File: src/rtl/wishbone_dev_pipelined_if.sv
// Wishbone B4 pipelined bus bundle between an interconnect (master) and the device adapter (slave).
// Signal names keep the device's point of view (_i driven by the master, _o by the slave).
interface wishbone_dev_pipelined_if #(
   parameter int ADR_WIDTH = 8,
   parameter int DAT_WIDTH = 32,
   parameter int SEL_WIDTH = DAT_WIDTH / 8
);
   logic                 cyc_i;
   logic                 stb_i;
   logic                 we_i;
   logic [ADR_WIDTH-1:0] adr_i;
   logic [DAT_WIDTH-1:0] dat_i;
   logic [SEL_WIDTH-1:0] sel_i;
   logic [DAT_WIDTH-1:0] dat_o;
   logic                 ack_o;
   logic                 err_o;
   logic                 stall_o;

   modport master (
      output cyc_i, stb_i, we_i, adr_i, dat_i, sel_i,
      input  dat_o, ack_o, err_o, stall_o
   );

   modport slave (
      input  cyc_i, stb_i, we_i, adr_i, dat_i, sel_i,
      output dat_o, ack_o, err_o, stall_o
   );
endinterface

File: src/rtl/wishbone_dev_pipelined.sv
// Wishbone B4 pipelined device adapter: queues up to DEPTH requests towards a valid/ready device
// port and returns in-order one-cycle ack/err pulses, swallowing responses left over from an abort.
module wishbone_dev_pipelined #(
   parameter int ADR_WIDTH = 8,
   parameter int DAT_WIDTH = 32,
   parameter int SEL_WIDTH = DAT_WIDTH / 8,
   parameter int DEPTH     = 2
) (
   input  logic                    clk_i,
   input  logic                    rst_ni,
   wishbone_dev_pipelined_if.slave wb,
   output logic                    req_valid,
   input  logic                    req_ready,
   output logic                    req_we,
   output logic [ADR_WIDTH-1:0]    req_adr,
   output logic [DAT_WIDTH-1:0]    req_wdata,
   output logic [SEL_WIDTH-1:0]    req_sel,
   input  logic                    rsp_valid,
   input  logic [DAT_WIDTH-1:0]    rsp_data,
   input  logic                    rsp_err
);
   localparam int CW = $clog2(DEPTH + 1);
   localparam int PW = $clog2(DEPTH);
   localparam int EW = 1 + ADR_WIDTH + DAT_WIDTH + SEL_WIDTH;
   localparam logic [CW:0] DEPTH_W = (CW + 1)'(DEPTH);

   logic [EW-1:0]        fifo_mem [DEPTH];
   logic [PW-1:0]        wr_ptr;
   logic [PW-1:0]        rd_ptr;
   logic [CW-1:0]        fifo_cnt;
   logic [CW-1:0]        pend;
   logic [CW-1:0]        drop;
   logic [CW-1:0]        issued;
   logic [CW:0]          inflight;
   logic                 stall;
   logic                 push;
   logic                 pop;
   logic                 rsp_drop;
   logic                 rsp_take;
   logic                 ack_q;
   logic                 err_q;
   logic [DAT_WIDTH-1:0] dat_q;

   assign inflight  = {1'b0, pend} + {1'b0, drop};
   assign stall     = inflight >= DEPTH_W;
   assign push      = wb.cyc_i && wb.stb_i && !stall;
   assign req_valid = wb.cyc_i && (fifo_cnt != '0);
   assign pop       = req_valid && req_ready;
   assign {req_we, req_adr, req_wdata, req_sel} = fifo_mem[rd_ptr];

   // A request popped this cycle counts as issued, so a device answering combinationally is matched.
   assign issued   = pend - fifo_cnt;
   assign rsp_drop = rsp_valid && (drop != '0);
   assign rsp_take = rsp_valid && (drop == '0) && ((issued != '0) || pop);

   assign wb.stall_o = stall;
   assign wb.ack_o   = ack_q;
   assign wb.err_o   = err_q;
   assign wb.dat_o   = dat_q;

   always_ff @(posedge clk_i) begin
      if (push) begin
         fifo_mem[wr_ptr] <= {wb.we_i, wb.adr_i, wb.dat_i, wb.sel_i};
      end
   end

   always_ff @(posedge clk_i or negedge rst_ni) begin
      if (!rst_ni) begin
         wr_ptr   <= '0;
         rd_ptr   <= '0;
         fifo_cnt <= '0;
         pend     <= '0;
         drop     <= '0;
         ack_q    <= 1'b0;
         err_q    <= 1'b0;
         dat_q    <= '0;
      end else begin
         ack_q <= 1'b0;
         err_q <= 1'b0;
         if (!wb.cyc_i) begin
            // Abort: unissued entries vanish, anything the device still owes us becomes a drop.
            wr_ptr   <= '0;
            rd_ptr   <= '0;
            fifo_cnt <= '0;
            pend     <= '0;
            drop     <= drop - CW'(rsp_drop) + issued - CW'(rsp_take);
         end else begin
            if (push) begin
               wr_ptr <= wr_ptr + PW'(1);
            end
            if (pop) begin
               rd_ptr <= rd_ptr + PW'(1);
            end
            fifo_cnt <= fifo_cnt + CW'(push) - CW'(pop);
            pend     <= pend + CW'(push) - CW'(rsp_take);
            drop     <= drop - CW'(rsp_drop);
            if (rsp_take) begin
               ack_q <= !rsp_err;
               err_q <= rsp_err;
               dat_q <= rsp_data;
            end
         end
      end
   end
endmodule

File: src/flat_wrapper.sv
// flat-port wrapper written by rule: the top's interface ports become plain ports
module wishbone_dev_pipelined_flat 
#(
   parameter int ADR_WIDTH = 8,
   parameter int DAT_WIDTH = 32,
   parameter int SEL_WIDTH = DAT_WIDTH / 8,
   parameter int DEPTH     = 2
)
  (clk_i, rst_ni, req_valid, req_ready, req_we, req_adr, req_wdata, req_sel, rsp_valid, rsp_data, rsp_err, wb_cyc_i, wb_stb_i, wb_we_i, wb_adr_i, wb_dat_i, wb_sel_i, wb_dat_o, wb_ack_o, wb_err_o, wb_stall_o);
  wishbone_dev_pipelined_if #(.ADR_WIDTH(ADR_WIDTH), .DAT_WIDTH(DAT_WIDTH), .SEL_WIDTH(SEL_WIDTH)) wb_i ();
  input  logic clk_i;
  input  logic rst_ni;
  output logic req_valid;
  input  logic req_ready;
  output logic req_we;
  output logic [ADR_WIDTH-1:0] req_adr;
  output logic [DAT_WIDTH-1:0] req_wdata;
  output logic [SEL_WIDTH-1:0] req_sel;
  input  logic rsp_valid;
  input  logic [DAT_WIDTH-1:0] rsp_data;
  input  logic rsp_err;
  input wire logic [$bits(wb_i.cyc_i)-1:0] wb_cyc_i;
  input wire logic [$bits(wb_i.stb_i)-1:0] wb_stb_i;
  input wire logic [$bits(wb_i.we_i)-1:0] wb_we_i;
  input wire logic [$bits(wb_i.adr_i)-1:0] wb_adr_i;
  input wire logic [$bits(wb_i.dat_i)-1:0] wb_dat_i;
  input wire logic [$bits(wb_i.sel_i)-1:0] wb_sel_i;
  output wire logic [$bits(wb_i.dat_o)-1:0] wb_dat_o;
  output wire logic [$bits(wb_i.ack_o)-1:0] wb_ack_o;
  output wire logic [$bits(wb_i.err_o)-1:0] wb_err_o;
  output wire logic [$bits(wb_i.stall_o)-1:0] wb_stall_o;
  assign wb_i.cyc_i = wb_cyc_i;
  assign wb_i.stb_i = wb_stb_i;
  assign wb_i.we_i = wb_we_i;
  assign wb_i.adr_i = wb_adr_i;
  assign wb_i.dat_i = wb_dat_i;
  assign wb_i.sel_i = wb_sel_i;
  assign wb_dat_o = wb_i.dat_o;
  assign wb_ack_o = wb_i.ack_o;
  assign wb_err_o = wb_i.err_o;
  assign wb_stall_o = wb_i.stall_o;
  wishbone_dev_pipelined #(.ADR_WIDTH(ADR_WIDTH), .DAT_WIDTH(DAT_WIDTH), .SEL_WIDTH(SEL_WIDTH), .DEPTH(DEPTH)) u_core (.clk_i(clk_i), .rst_ni(rst_ni), .wb(wb_i), .req_valid(req_valid), .req_ready(req_ready), .req_we(req_we), .req_adr(req_adr), .req_wdata(req_wdata), .req_sel(req_sel), .rsp_valid(rsp_valid), .rsp_data(rsp_data), .rsp_err(rsp_err));
endmodule
File: config.mk
export PLATFORM = sky130hd
export DESIGN_NAME = wishbone_dev_pipelined_flat
export DESIGN_NICKNAME = d
export VERILOG_FILES = /design/src/rtl/wishbone_dev_pipelined_if.sv /design/src/rtl/wishbone_dev_pipelined.sv /design/src/flat_wrapper.sv
export SDC_FILE = /design/constraint.sdc
export NUM_CORES = 1
export LEC_CHECK = 0
export BUFFER_PORTS_ARGS = -buffer_cell sky130_fd_sc_hd__buf_2
export CAP_MARGIN = 25
export CORE_ASPECT_RATIO = 0.9
export CORE_MARGIN = 2
export CORE_UTILIZATION = 35
export CTS_CLUSTER_SIZE = 20
export DETAILED_ROUTE_END_ITERATION = 12
export GPL_ROUTABILITY_DRIVEN = 0
export SYNTH_ARGS = -nofsm -noshare
export SYNTH_HDL_FRONTEND = slang
export SYNTH_SLANG_ARGS = --single-unit
File: constraint.sdc
create_clock -name clk_i -period 11.2 [get_ports clk_i]
set_input_delay 1.68 -clock clk_i [delete_from_list [all_inputs] [get_ports clk_i]]
set_output_delay 1.68 -clock clk_i [all_outputs]
set_load 0.01 [all_outputs]
## Yosys cells after proc, flatten, opt, wreduce, memory -nomap -nowiden

Memory sizes are Yosys's and may differ from the RTL's.
Cells that the tools add are included.

| word-level totals | value |
|---|---|
| register bits | 42 |
| memory bits (writable) | 90 |
| input port bits | 84 |
| output and inout port bits | 81 |
| word-level logic and storage cells | 51 |
| memories kept | 1 |

| cells by class | value |
|---|---|
| $add $sub $neg | 11 |
| order comparisons | 1 |
| equality and inequality tests | 2 |
| muxes and demuxes | 13 |
| reduce and logical (&&, ||, !) cells | 15 |

Memory list:

| memory | depth | width | read ports | clocked after Yosys merged registers in | write ports | line | RTL |
|---|---|---|---|---|---|---|---|
| u_core.fifo_mem | 2 | 45 | 1 | 0 | 1 | wishbone_dev_pipelined.sv:27 | `logic [EW-1:0] fifo_mem [DEPTH];` |

Operator list:

| kind | number |
|---|---|
| $mux W1 | 10 |
| $sub A2 B1 Y2 | 4 |
| $logic_and A1 B1 Y1 | 7 |
| $mux W2 | 3 |
| $reduce_bool A2 Y1 | 3 |
| $add A2 B1 Y2 | 2 |
| $ne A2 B1 Y1 const B | 2 |
| $add A2 B2 Y3 | 1 |
| $ge A3 B2 Y1 const B | 1 |
| $add A1 B1 Y1 const B | 2 |
| $add A2 B2 Y2 | 1 |
| $logic_not A1 Y1 | 2 |
| $logic_not A2 Y1 | 1 |
| $reduce_and A2 Y1 | 1 |
| $sub A2 B2 Y2 | 1 |
| $logic_or A1 B1 Y1 | 1 |

## Depth between registers and ports, before layout

Gate-level depths: netlist (run 1).

| depth | value |
|---|---|
| depth after elaboration | 7 |
| depth in mapped cells | 12 |
| depth with buffers taken out | 12 |

## Worst setup path after synthesis (run 1)

OpenSTA, ideal clock, no wires.

| timing path | value |
|---|---|
| path kind | input to register |
| start point | input wb_stb_i |
| end point | memory u_core.fifo_mem[0][0] (netlist name), enable pin |
| library setup time | 453 ps |
| arrival time | 3887 ps |
| data required time | 10747 ps |
| setup slack | 6860 ps |
| stages on the path | 2 |
| buffers on the path | 0 |
| cell sequence | and3_1 -> nor2b_1 |

| on the way | value |
|---|---|
| word-level cells in the longest chain between the ends | 4 |

RTL lines:

| item | line | RTL |
|---|---|---|
| start, declared | flat_wrapper.sv:23 | `input wire logic [$bits(wb_i.stb_i)-1:0] wb_stb_i;` |
| $logic_and A1 B1 Y1 (2 in series) | wishbone_dev_pipelined.sv:46 | `assign push = wb.cyc_i && wb.stb_i && !stall;` |
| $mux W1 | wishbone_dev_pipelined.sv:62 | `if (push) begin` |
| $mux W1 (implied by the code) | wishbone_dev_pipelined.sv:63 | `fifo_mem[wr_ptr] <= {wb.we_i, wb.adr_i, wb.dat_i, wb.sel_i};` |
| end, declared | wishbone_dev_pipelined.sv:27 |  |

Every way passes these cells.

## Worst setup path after layout (run 1)

| timing path | value |
|---|---|
| start point | input wb_cyc_i |
| end point | output req_valid |

| on the way | value |
|---|---|
| word-level cells in the longest chain between the ends | 1 |

RTL lines:

| item | line | RTL |
|---|---|---|
| start, declared | flat_wrapper.sv:22 | `input wire logic [$bits(wb_i.cyc_i)-1:0] wb_cyc_i;` |
| $logic_and A1 B1 Y1 | wishbone_dev_pipelined.sv:47 | `assign req_valid = wb.cyc_i && (fifo_cnt != '0);` |
| end, declared | flat_wrapper.sv:13 | `output logic req_valid;` |

Every way passes these cells.

==> impl_metrics.json, run 1 <==
{
  "hpwl_mm": 6.55,
  "rsz0062_at_grt": "false",
  "post-route-drc-count": 0,
  "first_pass_iters": 4,
  "path_clk_slew_ps": 60,
  "ys_ff_latch": 132,
  "cts.htree.levels": 4,
  "ys_top_cells_by_area": "edfxtp_1 (52%), dfrtp_1 (20%), mux2_2 (10%), mux2_4 (8.3%), ha_1 (1.9%)",
  "yosysTopAreaCell": "edfxtp_1",
  "netlist_instances": 274,
  "relSlewSlack": 0.508,
  "path_max_fanout": 14,
  "diodes": 0,
  "cap_violations": 0,
  "mostFrequentLayoutCells": "buf_2 (164), edfxtp_1 (90), mux2_2 (48), dfrtp_1 (41), mux2_4 (29)",
  "async_reset_ff_frac": 0.318,
  "ios": 165,
  "setup_viol": 0,
  "cts_inserted_buffers": 17,
  "final_common_cell": "buf_2",
  "cts_hold_buf": 0,
  "dieArea_mm2": 0.0160,
  "hold_path.class": "reg -> reg",
  "tns_ps": 0,
  "startpoint_type": "input port",
  "crit_type": "in -> out",
  "fin_crit_sh": 0.343,
  "yosys.cell_types.count": 24,
  "core.rowCount": 42,
  "synth_top_area_share": 0.516,
  "hold_violations": 0,
  "die_w_um": 133,
  "yosys_most_used_dff": "edfxtp_1",
  "clock_sinks": 132,
  "grt_pass1_wl_mm": 15.3,
  "die_y_um": 120,
  "outcome": "complete, no violations",
  "grt_util_all_layers": 0.128,
  "crit_arrival_ps": 2160,
  "required_ps": 9520,
  "worst_pin_slew_ps": 738,
  "cts_setup_buffers": 0,
  "vias_per_cell": 4.43,
  "clk_latency_ps": 410,
  "syn_nets": 367,
  "drt_wl_total_mm": 9.86,
  "initial_core_util": 0.357,
  "ant_nets": 0,
  "synth-edff-count": 90,
  "cts_resized": 0,
  "cts_buffer_depth": 2,
  "yosys_warnings": 0,
  "finClkSkew_ps": 6.66,
  "wl_per_cell_um": 14.9,
  "core_area_mm2": 0.0147,
  "syn2layout_area_growth_pct": 30.9,
  "p_leak_nw": 2.92,
  "antenna_found_initial": 0,
  "peakVddDrop_mv": 0.134,
  "syn_avg_cell_area_um2": 19.1,
  "pwr_density_cell_mw_per_mm2": 255,
  "end_kind": "output pin",
  "drtIter0Drc": 135,
  "final_nets": 545,
  "fmax_ghz": 0.260,
  "root_buffer": "clkbuf_16",
  "vias": 2937,
  "total_power_mw": 1.75,
  "ys_seq_area_frac": 0.717,
  "finalMaxSlewViolations": 0,
  "grt_max_degree": 48,
  "cts_tree": "built",
  "grt-ovfl-total": 0,
  "syn_area_mm2": 0.00524,
  "fin_crit_ps": 3840,
  "drive_gt1_frac": 0.602,
  "grt_pass1_vias": 3104,
  "io_buffers": 164
}
[path summary, 6_finish.rpt]
kind | end | start | cells after the start | slack (ps)
worst max-delay path | req_valid | wb_cyc_i | 3 | 7360
worst min-delay path | u_core.wb.dat_o[28] | u_core.wb.dat_o[28] | 1 | 510
worst max register to register | u_core.fifo_mem[0][30] | u_core.pend[0] | 7 | 8490
worst min register to register | u_core.wb.dat_o[28] | u_core.wb.dat_o[28] | 1 | 510
max in group asynchronous | u_core.rd_ptr | rst_ni | 2 | 9700
min in group asynchronous | u_core.wb.dat_o[16] | rst_ni | 1 | 1070
[state kept, by name (all words and copies together), names as in the netlist]
signal / flops
u_core.drop: 2
u_core.fifo_cnt: 2
u_core.fifo_mem: 90
u_core.pend: 2
u_core.rd_ptr: 1
u_core.wb.ack_o: 1
u_core.wb.dat_o: 32
u_core.wb.err_o: 1
u_core.wr_ptr: 1
[Yosys cell counts (2+ instances only)]
library cell / number
buf_12: 3
inv_1: 9
nand2_1: 2
xnor2_1: 9
and3_1: 2
nand3_1: 2
nor2b_1: 2
mux2_4: 29
nor2_1: 6
clkbuf_1: 6
and2_1: 7
dfrtp_1: 42
ha_1: 8
edfxtp_1: 90
mux2_2: 48
[metal layers]
layer  wire length (µm)  global-route usage  up-vias
met5                  0                   0        -
met4                148              0.0524        0
met3                992              0.0558       15
met2               4400               0.190      141
met1               4320               0.165     1413
li1                   -                   -     1368
[final cells by class]
type / instances / area (µm²)
Clock buffer: 21 / 460
Clock inverter: 11 / 105
Fill cell: 1283 / 7810
Inverter: 9 / 33.8
Multi-Input combinational cell: 124 / 1380
Sequential cell: 132 / 3750
Tap cell: 198 / 248
Timing Repair Buffer: 168 / 876
[through the flow]
stage / utilization / setup WS (ps) / area, µm² / cells / hold WS (ps)
6_report: 0.467 / 7360 / 6850 / 663 / 506
5_1_grt: 0.467 / 7310 / 6850 / 663 / 519
4_1_cts: 0.466 / 7350 / 6830 / 662 / 508
3_5_place_dp: 0.428 / 7350 / 6270 / 630 / 487
3_3_place_gp: 0.426 / 7360 / 6250 / 629 / 489
2_1_floorplan: - / 6860 / 5240 / 274 / 551
[critical path, stage by stage]
cell and delay, ps:
buf_2 200, o21a_1 150, buf_2 120
[power by group]
part / internal [mW] / switching [mW] / leakage [nW]
clock network: 0.317 / 0.201 / 0.266
registers: 0.647 / 0.0517 / 1.35
logic: 0.280 / 0.252 / 1.31
[logic make-up (layout without fill, tap and decap cells)]
logic type	Yosys count	count (layout)	share of synthesized area
xor gates and xnor gates	10	10	0.0194
buffers and inverters	18	209	0.0222
adders and majority gates	9	9	0.0229
AOI/OAI and AO/OA	4	4	0.00478
and+or+nand+nor	24	24	0.0277
DFF	132	132	0.717
muxes	77	77	0.186
No activity file was read; power rests on OpenSTA's default activity.
==> run 2: changes to the inputs <==
Clock period 11.2 ns to 3.3 ns, I/O delays scaled along.
==> impl_metrics.json, run 2 (synthesized netlist as in run 1, its figures left out) <==
{
  "outcome": "complete, no violations",
  "grt_pass1_vias": 3183,
  "dieArea_mm2": 0.0160,
  "p_leak_nw": 2.96,
  "ant_nets": 0,
  "path_clk_slew_ps": 50,
  "dpl_worst_slack_ps": 848,
  "reg2reg_slack_ps": 840,
  "total_power_mw": 6.13,
  "end_kind": "flip-flop",
  "rsz0062_at_grt": "false",
  "cts.htree.levels": 4,
  "io_buffers": 164,
  "pwr_density_cell_mw_per_mm2": 885,
  "cts_buffer_depth": 2,
  "tns_ps": 0,
  "die_y_um": 120,
  "crit_type": "reg -> reg",
  "die_w_um": 133,
  "final_common_cell": "buf_2",
  "vias": 2971,
  "vias_per_cell": 4.47,
  "max_flop_register": "u_core.fifo_mem",
  "crit_arrival_ps": 2500,
  "fin_crit_sh": 0.746,
  "largest_reg_flops": 90,
  "grt_pass1_wl_mm": 16.1,
  "diodes": 0,
  "crit_top_cell": "nor2_1",
  "fin_crit_ps": 2460,
  "grt_max_degree": 46,
  "final_nets": 547,
  "ios": 165,
  "wl_per_cell_um": 15.4,
  "setup_viol": 0,
  "relSlewSlack": 0.506,
  "hold_violations": 0,
  "clk_latency_ps": 400,
  "path_max_fanout": 45,
  "grt_util_all_layers": 0.134,
  "worst_pin_slew_ps": 741,
  "grt-ovfl-total": 0,
  "hpwl_mm": 6.92,
  "fmax_ghz": 0.406,
  "clock_sinks": 132,
  "startpoint_type": "flip-flop",
  "layout_setup_ws_ps": 838,
  "cts_tree": "built",
  "required_ps": 3340,
  "drive_gt1_frac": 0.600,
  "post-route-drc-count": 0,
  "hold_path.class": "in -> reg",
  "drt_wl_total_mm": 10.2,
  "finClkSkew_ps": 5.27,
  "drtIter0Drc": 125,
  "finalMaxSlewViolations": 0,
  "slowest_stage": "buf_4",
  "core_area_mm2": 0.0147,
  "initial_core_util": 0.357,
  "core.rowCount": 42,
  "antenna_found_initial": 1,
  "root_buffer": "clkbuf_16",
  "peakVddDrop_mv": 0.484,
  "first_pass_iters": 4,
  "syn2layout_area_growth_pct": 32.1,
  "mostFrequentLayoutCells": "buf_2 (164), edfxtp_1 (90), mux2_2 (48), dfrtp_1 (41), mux2_4 (29)",
  "cts_inserted_buffers": 17,
  "max_stage_delay_ps": 490,
  "cap_violations": 0,
  "crit_chain": "inv_1, nor2_1, fa_1, nor2_1, and3_1, nor2b_4, buf_4"
}
[run 2: cell type report]
type	instances	area [µm²]
tap	198	248
timing repair buffer	170	893
fill	1288	7740
inverter	9	33.8
clock buffer	18	429
multi-input combinational	124	1380
clock inverter	14	185
sequential	132	3750
[run 2: worst paths after layout]
path                                              end           startpoint  cells past startpoint
worst max-delay path            u_core.fifo_mem[0][7]       u_core.drop[0]                      7
worst min-delay path                  u_core.wb.ack_o              rsp_err                      2
min in group asynchronous          u_core.fifo_cnt[1]               rst_ni                      2
worst min register to register    u_core.wb.dat_o[24]  u_core.wb.dat_o[24]                      1
worst max register to register  u_core.fifo_mem[0][7]       u_core.drop[0]                      7
max in group asynchronous               u_core.rd_ptr               rst_ni                      3
[run 2: where the power goes]
group / leakage (nW) / switching, mW / total, mW / internal, mW
registers: 1.35 / 0.199 / 2.40 / 2.20
logic: 1.32 / 0.850 / 1.81 / 0.958
clock network: 0.299 / 0.664 / 1.92 / 1.26
total: 2.96 / 1.71 / 6.13 / 4.41
[run 2: timing repair]
item / 4_1_cts / 5_1_grt
hold buffers: 0 / 1
setup buffers: 0 / 0
hold endpoints to repair: 0 / 4
resized for setup: 0 / 0
[run 2: worst max-delay path, delay by kind of cell (launching register included)]
family / cells / cell delay, ps
flops: 1 / 350
buf+inv: 2 / 550
fa+ha+maj: 1 / 430
simple gates: 4 / 720
[run 2: per-layer routing]
| layer | vias to the layer above | global-route usage | wire length [µm] |
|---|---|---|---|
| met1 | 1462 | 0.164 | 4420 |
| met4 | 2 | 0.0565 | 127 |
| li1 | 1373 | - | - |
| met3 | 13 | 0.0528 | 938 |
| met2 | 121 | 0.211 | 4720 |
| met5 | - | 0 | 12 |
[run 2: metrics by stage]
stage | utilization | instance area, µm² | std cells | hold slack [ps]
2_1_floorplan | - | 5240 | 274 | 199
3_3_place_gp | 0.428 | 6280 | 631 | 490
3_5_place_dp | 0.428 | 6280 | 631 | 486
4_1_cts | 0.470 | 6890 | 663 | 240
5_1_grt | 0.472 | 6920 | 665 | 247
6_report | 0.472 | 6920 | 665 | 263
